## src/rtl/mode_ctrl_p_if.sv

```systemverilog
// -----------------------------------------------------------------------------
// mode_ctrl_p_if
// Bundles the operand, mode and status signals of mode_ctrl_p.
//   x      : data operand (W bits), driven by the master
//   on     : mode select 0 off / 1 enumerate / 2 count / 3 update
//   start  : run/arm request
//   y      : data register (W bits), driven by the controller
//   s      : step counter register (SW bits)
//   b      : 1 when s == 0
//   regime : current mode 0 idle / 1 enumerate / 2 count / 3 update
//   active : high while the enumerate phase is running
//   busy   : high whenever the controller is not idle
// Modports: master (stimulus side), slave (mode_ctrl_p).
// -----------------------------------------------------------------------------
interface mode_ctrl_p_if #(
   parameter int W  = 8,
   parameter int SW = 3
);
   logic [W-1:0]  x;
   logic [1:0]    on;
   logic          start;
   logic [W-1:0]  y;
   logic [SW-1:0] s;
   logic          b;
   logic [1:0]    regime;
   logic          active;
   logic          busy;

   modport master (
      output x, on, start,
      input  y, s, b, regime, active, busy
   );

   modport slave (
      input  x, on, start,
      output y, s, b, regime, active, busy
   );
endinterface

```

## src/rtl/mode_ctrl_p.sv

```systemverilog
// -----------------------------------------------------------------------------
// mode_ctrl_p
// Mode controller with four regimes: idle, enumerate, count and update.
// The mode input is only sampled for dispatch while idle; each regime then
// runs its own short sequence over the data register y and step counter s.
//
// Ports:
//   clk  : single clock, all state changes on the rising edge
//   rst  : synchronous active-high reset
//   bus  : mode_ctrl_p_if.slave (x, on, start in; y, s, b, regime, active,
//          busy out)
//
// Parameters: W (data width), SW (step counter width), ENUM_LEN (number of
// enumerate active cycles, 1..255).
//
// Optional feature: define MODE_CTRL_P_ABORT_EN to let on=0 force any
// non-idle state back to IDLE (y and s held). Without it, on is ignored
// outside IDLE.
// -----------------------------------------------------------------------------
module mode_ctrl_p #(
   parameter int W        = 8,
   parameter int SW       = 3,
   parameter int ENUM_LEN = 6
) (
   input  logic         clk,
   input  logic         rst,
   mode_ctrl_p_if.slave bus
);

   typedef enum logic [2:0] {
      IDLE,
      UPD_LOAD,
      UPD_STEP,
      UPD_DONE,
      CNT,
      ENUM_WAIT,
      ENUM_RUN
   } state_t;

   localparam logic [7:0]    ENUM_LOAD = 8'(ENUM_LEN - 1);
   localparam logic [SW-1:0] S_ONE     = SW'(1);
   localparam logic [SW-1:0] S_TWO     = SW'(2);

   state_t        state_q, state_d;
   logic [W-1:0]  y_q, y_d;
   logic [SW-1:0] s_q, s_d;
   logic [7:0]    cnt_q, cnt_d;

   // State and datapath registers
   always_ff @(posedge clk) begin
      if (rst) begin
         state_q <= IDLE;
         y_q     <= '0;
         s_q     <= '0;
         cnt_q   <= '0;
      end else begin
         state_q <= state_d;
         y_q     <= y_d;
         s_q     <= s_d;
         cnt_q   <= cnt_d;
      end
   end

   // Next-state and register update logic
   always_comb begin
      state_d = state_q;
      y_d     = y_q;
      s_d     = s_q;
      cnt_d   = cnt_q;

      unique case (state_q)
         IDLE: begin
            unique case (bus.on)
               2'd1: begin
                  if (bus.start) begin
                     state_d = ENUM_RUN;
                     s_d     = '0;
                     cnt_d   = ENUM_LOAD;
                  end else begin
                     state_d = ENUM_WAIT;
                  end
               end
               2'd2: begin
                  // Count is only armed with start; y captures x on entry.
                  if (bus.start) begin
                     state_d = CNT;
                     y_d     = bus.x;
                  end
               end
               2'd3:    state_d = UPD_LOAD;
               default: state_d = IDLE;
            endcase
         end

         UPD_LOAD: begin
            y_d     = bus.x;
            state_d = UPD_STEP;
         end

         UPD_STEP: begin
            y_d     = {y_q[W-2:0], y_q[W-1]};
            s_d     = s_q - S_ONE;
            state_d = UPD_DONE;
         end

         UPD_DONE: state_d = IDLE;

         CNT: begin
            if (bus.start) begin
               // Reload y as s passes through zero (s wraps to all ones).
               if (s_q == '0) y_d = bus.x;
               s_d = s_q - S_ONE;
            end else begin
               state_d = IDLE;
            end
         end

         ENUM_WAIT: begin
            if (bus.start) begin
               state_d = ENUM_RUN;
               s_d     = '0;
               cnt_d   = ENUM_LOAD;
            end
         end

         ENUM_RUN: begin
            s_d = s_q + S_TWO;
            // Counter was loaded with ENUM_LEN-1, so leaving on zero gives
            // exactly ENUM_LEN active cycles; it parks at zero afterwards.
            if (cnt_q == 8'd0) state_d = IDLE;
            else               cnt_d   = cnt_q - 8'd1;
         end

         default: state_d = IDLE;
      endcase

`ifdef MODE_CTRL_P_ABORT_EN
      if (state_q != IDLE && bus.on == 2'd0) begin
         state_d = IDLE;
         y_d     = y_q;
         s_d     = s_q;
         cnt_d   = cnt_q;
      end
`endif
   end

   // Output decode from the state register
   always_comb begin
      bus.regime = 2'd0;
      bus.active = 1'b0;
      bus.busy   = (state_q != IDLE);
      unique case (state_q)
         UPD_LOAD, UPD_STEP, UPD_DONE: bus.regime = 2'd3;
         CNT:                          bus.regime = 2'd2;
         ENUM_WAIT:                    bus.regime = 2'd1;
         ENUM_RUN: begin
            bus.regime = 2'd1;
            bus.active = 1'b1;
         end
         default:                      bus.regime = 2'd0;
      endcase
   end

   assign bus.y = y_q;
   assign bus.s = s_q;
   assign bus.b = (s_q == '0);

endmodule
```

## src/flat_wrapper.sv

```systemverilog
// flat-port wrapper written by rule: the top's interface ports become plain ports
module mode_ctrl_p_flat 
#(
   parameter int W        = 8,
   parameter int SW       = 3,
   parameter int ENUM_LEN = 6
)
  (clk, rst, bus_x, bus_on, bus_start, bus_y, bus_s, bus_b, bus_regime, bus_active, bus_busy);
  mode_ctrl_p_if #(.W(W), .SW(SW)) bus_i ();
  input  logic clk;
  input  logic rst;
  input wire logic [$bits(bus_i.x)-1:0] bus_x;
  input wire logic [$bits(bus_i.on)-1:0] bus_on;
  input wire logic [$bits(bus_i.start)-1:0] bus_start;
  output wire logic [$bits(bus_i.y)-1:0] bus_y;
  output wire logic [$bits(bus_i.s)-1:0] bus_s;
  output wire logic [$bits(bus_i.b)-1:0] bus_b;
  output wire logic [$bits(bus_i.regime)-1:0] bus_regime;
  output wire logic [$bits(bus_i.active)-1:0] bus_active;
  output wire logic [$bits(bus_i.busy)-1:0] bus_busy;
  assign bus_i.x = bus_x;
  assign bus_i.on = bus_on;
  assign bus_i.start = bus_start;
  assign bus_y = bus_i.y;
  assign bus_s = bus_i.s;
  assign bus_b = bus_i.b;
  assign bus_regime = bus_i.regime;
  assign bus_active = bus_i.active;
  assign bus_busy = bus_i.busy;
  mode_ctrl_p #(.W(W), .SW(SW), .ENUM_LEN(ENUM_LEN)) u_core (.clk(clk), .rst(rst), .bus(bus_i));
endmodule
```

## config.mk

```make
export PLATFORM = sky130hd
export DESIGN_NAME = mode_ctrl_p_flat
export DESIGN_NICKNAME = d
export VERILOG_FILES = /design/src/rtl/mode_ctrl_p_if.sv /design/src/rtl/mode_ctrl_p.sv /design/src/flat_wrapper.sv
export SDC_FILE = /design/constraint.sdc
export NUM_CORES = 1
export LEC_CHECK = 0
export CAP_MARGIN = 40
export CELL_PAD_IN_SITES_DETAIL_PLACEMENT = 1
export CELL_PAD_IN_SITES_GLOBAL_PLACEMENT = 2
export CORE_MARGIN = 5
export CORE_UTILIZATION = 29
export DETAILED_ROUTE_END_ITERATION = 7
export PLACE_DENSITY = 0.9
export SETUP_SLACK_MARGIN = 0.02
export SLEW_MARGIN = 30
export SYNTH_ARGS = -nofsm -noshare
export SYNTH_HDL_FRONTEND = slang
export SYNTH_SLANG_ARGS = --single-unit
```

## constraint.sdc

```tcl
create_clock -name clk -period 2.44 [get_ports clk]
set_clock_uncertainty 0.2 [all_clocks]
set_input_delay 0.488 -clock clk [delete_from_list [all_inputs] [get_ports clk]]
set_output_delay 0.488 -clock clk [all_outputs]
set_load 0.005 [all_outputs]
```

After elaboration in Yosys (flattened, before gate mapping)
Cells that the tools add are included.

Logic and storage cells: 61. Output and inout port bits: 16. Input bits: 13. Register bits after elaboration: 22.

Add/sub/neg operators: 3. Equality and inequality tests: 19. Reductions and logical operators: 13. Mux-type cells: 22.

Operator list (number): 2-to-1 mux 8 bit (7); one-hot mux 8 bit (4 select lines) (1); one-hot mux 8 bit (3 select lines) (1); 2-to-1 mux 3 bit (7); one-hot mux 3 bit (6 select lines) (1); != test 2 bit (second input constant) (8); one-hot mux 3 bit (5 select lines) (1); == test 3 bit (second input constant) (3); one-hot mux 3 bit (3 select lines) (1); logical NOT 8 bit (1); subtractor 8 x 1 -> 8 bit (second input constant) (1); == test 3 x 2 -> 1 bit (second input constant) (2); logical NOT 3 bit (2); one-hot mux 2 bit (3 select lines) (1); AND reduction 3 bit (2); nonzero test 3 bit (2); AND reduction 5 bit (1); nonzero test 5 bit (1); == test 2 bit (second input constant) (2); AND reduction 4 bit (1); nonzero test 4 bit (1); adder 3 x 2 -> 3 bit (second input constant) (1); == test 3 x 1 -> 1 bit (second input constant) (1); != test 3 bit (second input constant) (1); 7 further kinds (7).

Longest topological paths before layout
Depth in word-level cells: 4. Mapped depth: 7. Depth with buffers taken out: 6.

Worst setup path before layout
No wires, ideal clock.

Kind: input to register. Start: in bus_start. End: reg u_core.y_q[6], in the netlist u_core.bus.y[6]. Slack: 0.400 ns. Stages on the path: 6. Buffers on the path: 2. Required time: 2.101 ns. Library setup time: 0.139 ns. Arrival: 1.701 ns. Path through: clkbuf_1 > nor2b_1 > nand4_1 > clkbuf_1 > a221oi_1 > a311oi_1.

Cells in the longest elaborated chain, start to end: 2. Elaborated cells on any way between the ends: 3. Those cells by class: 2 x eq/ne; 1 x reduce/logical.

RTL lines: from (decl) (RTL line flat_wrapper.sv:14) `input wire logic [$bits(bus_i.start)-1:0] bus_start;`; != test 2 bit (no source line); AND reduction 5 bit (no source line) (*); to (signal assigned) (RTL line mode_ctrl_p.sv:58) `y_q <= y_d;`; to (decl) (RTL line mode_ctrl_p.sv:45) `logic [W-1:0] y_q, y_d;`.

Mark *: on every way between the ends. The rest lies on a longest branch, timed or not. A chain may end at the register's enable or synchronous reset.

Final worst setup path
Start: reg u_core.state_q[0]. End: out bus_regime[0].

Cells in the longest elaborated chain, start to end: 3. Elaborated cells on any way between the ends: 9. Those cells by class: 6 x eq/ne; 1 x mux; 2 x reduce/logical.

RTL lines: from (decl) (RTL line mode_ctrl_p.sv:44) `state_t state_q, state_d;`; from (signal assigned) (RTL line mode_ctrl_p.sv:57) `state_q <= state_d;`; == test 3 x 1 -> 1 bit, or another cell as far along (RTL line mode_ctrl_p.sv:152) `unique case (state_q)`; OR reduction 3 bit / OR reduction 2 bit (equally long branches); one-hot mux 2 bit (3 select lines) (*) (RTL line mode_ctrl_p.sv:152); to (decl) (RTL line flat_wrapper.sv:18) `output wire logic [$bits(bus_i.regime)-1:0] bus_regime;`.

Marks and branches as above.

==> results.rst <==
.. list-table::
   :header-rows: 1

   * - Metric
     - Value
   * - Via density
     - roughly 5.3
   * - Iteration-0 DRC Markers
     - 24
   * - Horizontal die dimension
     - slightly below 80 microns
   * - Post-synthesis cell area
     - approximately 1400 sq um
   * - Most numerous cell in the Yosys netlist
     - dfxtp_1
   * - Run status
     - completed
   * - Leakage
     - between 0.0007 and 0.0008 uW
   * - Crit start category
     - register
   * - Total global routing track utilization
     - 0.128
   * - Ordered cell list for the critical path
     - and2_1 > a21oi_1 > clkdlybuf4s50_1
   * - Post CTS Setup Buffer Count
     - 0
   * - Clock latency on the worst-skew pair
     - about 270 ps
   * - Commonest cells post-synth
     - dfxtp_1, inv_1, a21oi_1
   * - Number of synthesized flops with an enable pin
     - 0
   * - Wire length of the first global-routing pass
     - approximately 6500 microns
   * - Final setup slack of the worst path
     - between 100 and 150 ps
   * - Final #Nets
     - between 200 and 250
   * - Diodes inserted
     - 0
   * - Reg-to-reg setup timing slack
     - around 400 ps
   * - Slew margin rel.
     - 0.668
   * - Maximum clock frequency
     - about 430 MHz
   * - Slowest cell on the critical path
     - dfxtp_1
   * - Worst setup path category
     - register to primary output
   * - Number of placed instances with taps included
     - ~250
   * - Distinct cell type count after synthesis
     - 40
   * - Half-perimeter wire length of the detailed placement result
     - roughly 2900 microns
   * - Growth of design area from synthesis to finish
     - 34.9%
   * - #FFs+latches synth
     - 22
   * - Hold WC Path Type
     - register to register
   * - Library cell with the largest summed area after synthesis
     - dfxtp_1
   * - Number of global-route vias before repair
     - 1395
   * - Top metal layer carrying routed signals
     - met4
   * - Grt ovf
     - 0
   * - Post-Place Cell Area
     - between 1500 and 2000 sq um
   * - Required arrival time at the worst endpoint
     - 1750 ps
   * - TritonCTS clock tree
     - built
   * - Maximum number of pins on one net before global-route repair
     - 17
   * - Minimum hold slack
     - ~270 ps
   * - Count of hold buffers inserted by post-cts repair
     - 0
   * - Shortest clock period the worst path allows after layout
     - 2310 ps
   * - Post-synthesis net count
     - ~180
   * - Core outline area
     - approximately 4700 sq um
   * - Crit end category
     - primary output
   * - Clock H-tree levels
     - 1
   * - Count of pins on the block boundary
     - 29
   * - Post-Syn Area per Cell
     - about 8.4 sq um
   * - Clk sink count
     - 22
   * - Synth warnings
     - 0
   * - Maximum root-to-sink buffer count
     - 2
   * - Effective utilization at floorplan
     - 0.294
   * - Hold violation total from the final report
     - 0
   * - Final Slew Violations
     - 0
   * - Met3 wire length
     - between 80 and 90 microns
   * - Average wire per cell in the routed design
     - ~16 microns
   * - Final critical-path share of the clock period
     - 0.946
   * - RSZ-0062 raised after global routing
     - no
   * - Number of max-cap violations
     - 0
   * - Primary FF master, synth
     - dfxtp_1
   * - Placement-stage worst setup slack
     - -30.8 ps
   * - Die Ht
     - about 79 microns
   * - Number of gates resized after CTS
     - 0
   * - IO Port Bufs
     - 28
   * - Routability Congestion
     - 0.861
   * - Placement row count
     - 25
   * - First-pass iteration count of the detailed router
     - 4
   * - Clock root buffer
     - clkbuf_8
   * - Post-synthesis cell count
     - 163
   * - Number of standard cells in the final layout excluding fillers
     - between 200 and 300
   * - Clock transition at path regs
     - around 90 ps
   * - Die Outline Area
     - just over 6000 sq um
   * - Top post-synthesis cells by area
     - dfxtp_1, ha_1, a311oi_1
   * - Ratio of cells with drive above 1 in the final layout
     - 0.116
   * - Power density over the cells
     - slightly above 600 nW/um^2
   * - Sequential-to-total area share from yosys stat
     - 0.321
   * - Number of buffers created by CTS
     - 3
   * - Initial antenna violation count
     - 0
   * - Final setup violation count
     - 0
   * - Final ANT Viol Nets
     - 0
   * - Post-synthesis async set-or-reset flop share
     - 0
   * - Fraction of post-synthesis cell area in the top cell type by area
     - 0.321
   * - Slew at the pin closest to its max-slew limit
     - 498 ps
   * - Total wirelength of the detailed-routed design
     - approximately 4000 microns
   * - Met1 routed wirelength after detailed routing
     - roughly 1800 microns
   * - Slowest stage delay, CP
     - roughly 530 ps
   * - Peak fanout along the critical path
     - 10
   * - Final cell area excluding filler cells
     - approximately 1800 sq um
   * - Residual DRC count
     - 0
   * - IR Drop Worst-Case VDD
     - 531 uV
   * - Met2 layer wire length in the routed design
     - 2020 microns
   * - Data arrival time of the critical path
     - around 1600 ps
   * - Via count
     - ~1300
final cells by class:
cell class                 instances  area [sq um]
multi-input combinational        112           820
clock buffer                       3          41.3
inverter                          19          71.3
tap                               54          67.6
timing repair buffer              41           378
sequential                        22           442
clock inverter                     1          30.0
fill                             552          2810
report_power, final:
part,switching [uW],internal (uW)
logic,158,196
clock network,130,219
registers,43.1,398
total,331,814
registers in the layout (all words and copies together) (netlist names):
| register | flops |
|---|---|
| u_core.bus.s | 3 |
| u_core.state_q | 3 |
| u_core.bus.y | 8 |
| u_core.cnt_q | 8 |
layer usage:
layer | GRT usage | vias up
met5 | 0 | -
met4 | 0.0350 | 0
met3 | 0.0261 | 6
met2 | 0.228 | 20
met1 | 0.156 | 653
li1 | - | 667
cells by family (layout without fill, tap and decap cells):
family | Yosys count | after routing | share of synthesized area
fa+ha+maj | 8 | 8 | 0.0730
flops | 22 | 22 | 0.321
simple gates | 47 | 47 | 0.208
mux | 2 | 2 | 0.0146
buf+inv | 29 | 64 | 0.0830
compound gates | 49 | 49 | 0.262
xor+xnor | 6 | 6 | 0.0383
worst max-delay path: cells and delay by family (launching register included):
family,cells,cell delay (ps)
and+or+nand+nor,1,270
buffers and inverters,1,460
AOI/OAI and AO/OA,1,90
DFF,1,530
placed cells by master, fill, tap and decap left out, types with 2 or more instances in the layout:
cell type        instances
a311oi_1                 9
nor4_1                   3
or3_1                    3
a221oi_1                 8
xnor2_1                  6
nor2_1                  12
clkbuf_8                 3
a21o_1                   2
a211o_1                  2
nor2b_1                  9
a21oi_1                 14
nor3_1                   3
mux2i_1                  2
nor3b_1                  2
a211oi_1                 6
clkdlybuf4s50_1         28
dfxtp_1                 21
nand2b_1                 2
ha_1                     8
inv_1                   19
buf_4                   13
worst paths after layout:
| path | cells after the start | end | from |
|---|---|---|---|
| max | 3 | bus_regime[0] | u_core.state_q[0] |
| min | 1 | u_core.cnt_q[0] | u_core.cnt_q[0] |
| max reg2reg | 4 | u_core.cnt_q[7] | u_core.state_q[1] |
| min reg2reg | 1 | u_core.cnt_q[0] | u_core.cnt_q[0] |
metrics by stage:
step | TNS (ps) | power, uW | util
2_1_floorplan | 0 | 624 | -
3_3_place_gp | -8.16 | 793 | 0.381
3_5_place_dp | -89.2 | 802 | 0.381
4_1_cts | 0 | 1160 | 0.396
5_1_grt | 0 | 1210 | 0.397
6_report | 0 | 1140 | 0.397
No activity file was read; power rests on OpenSTA's default activity.
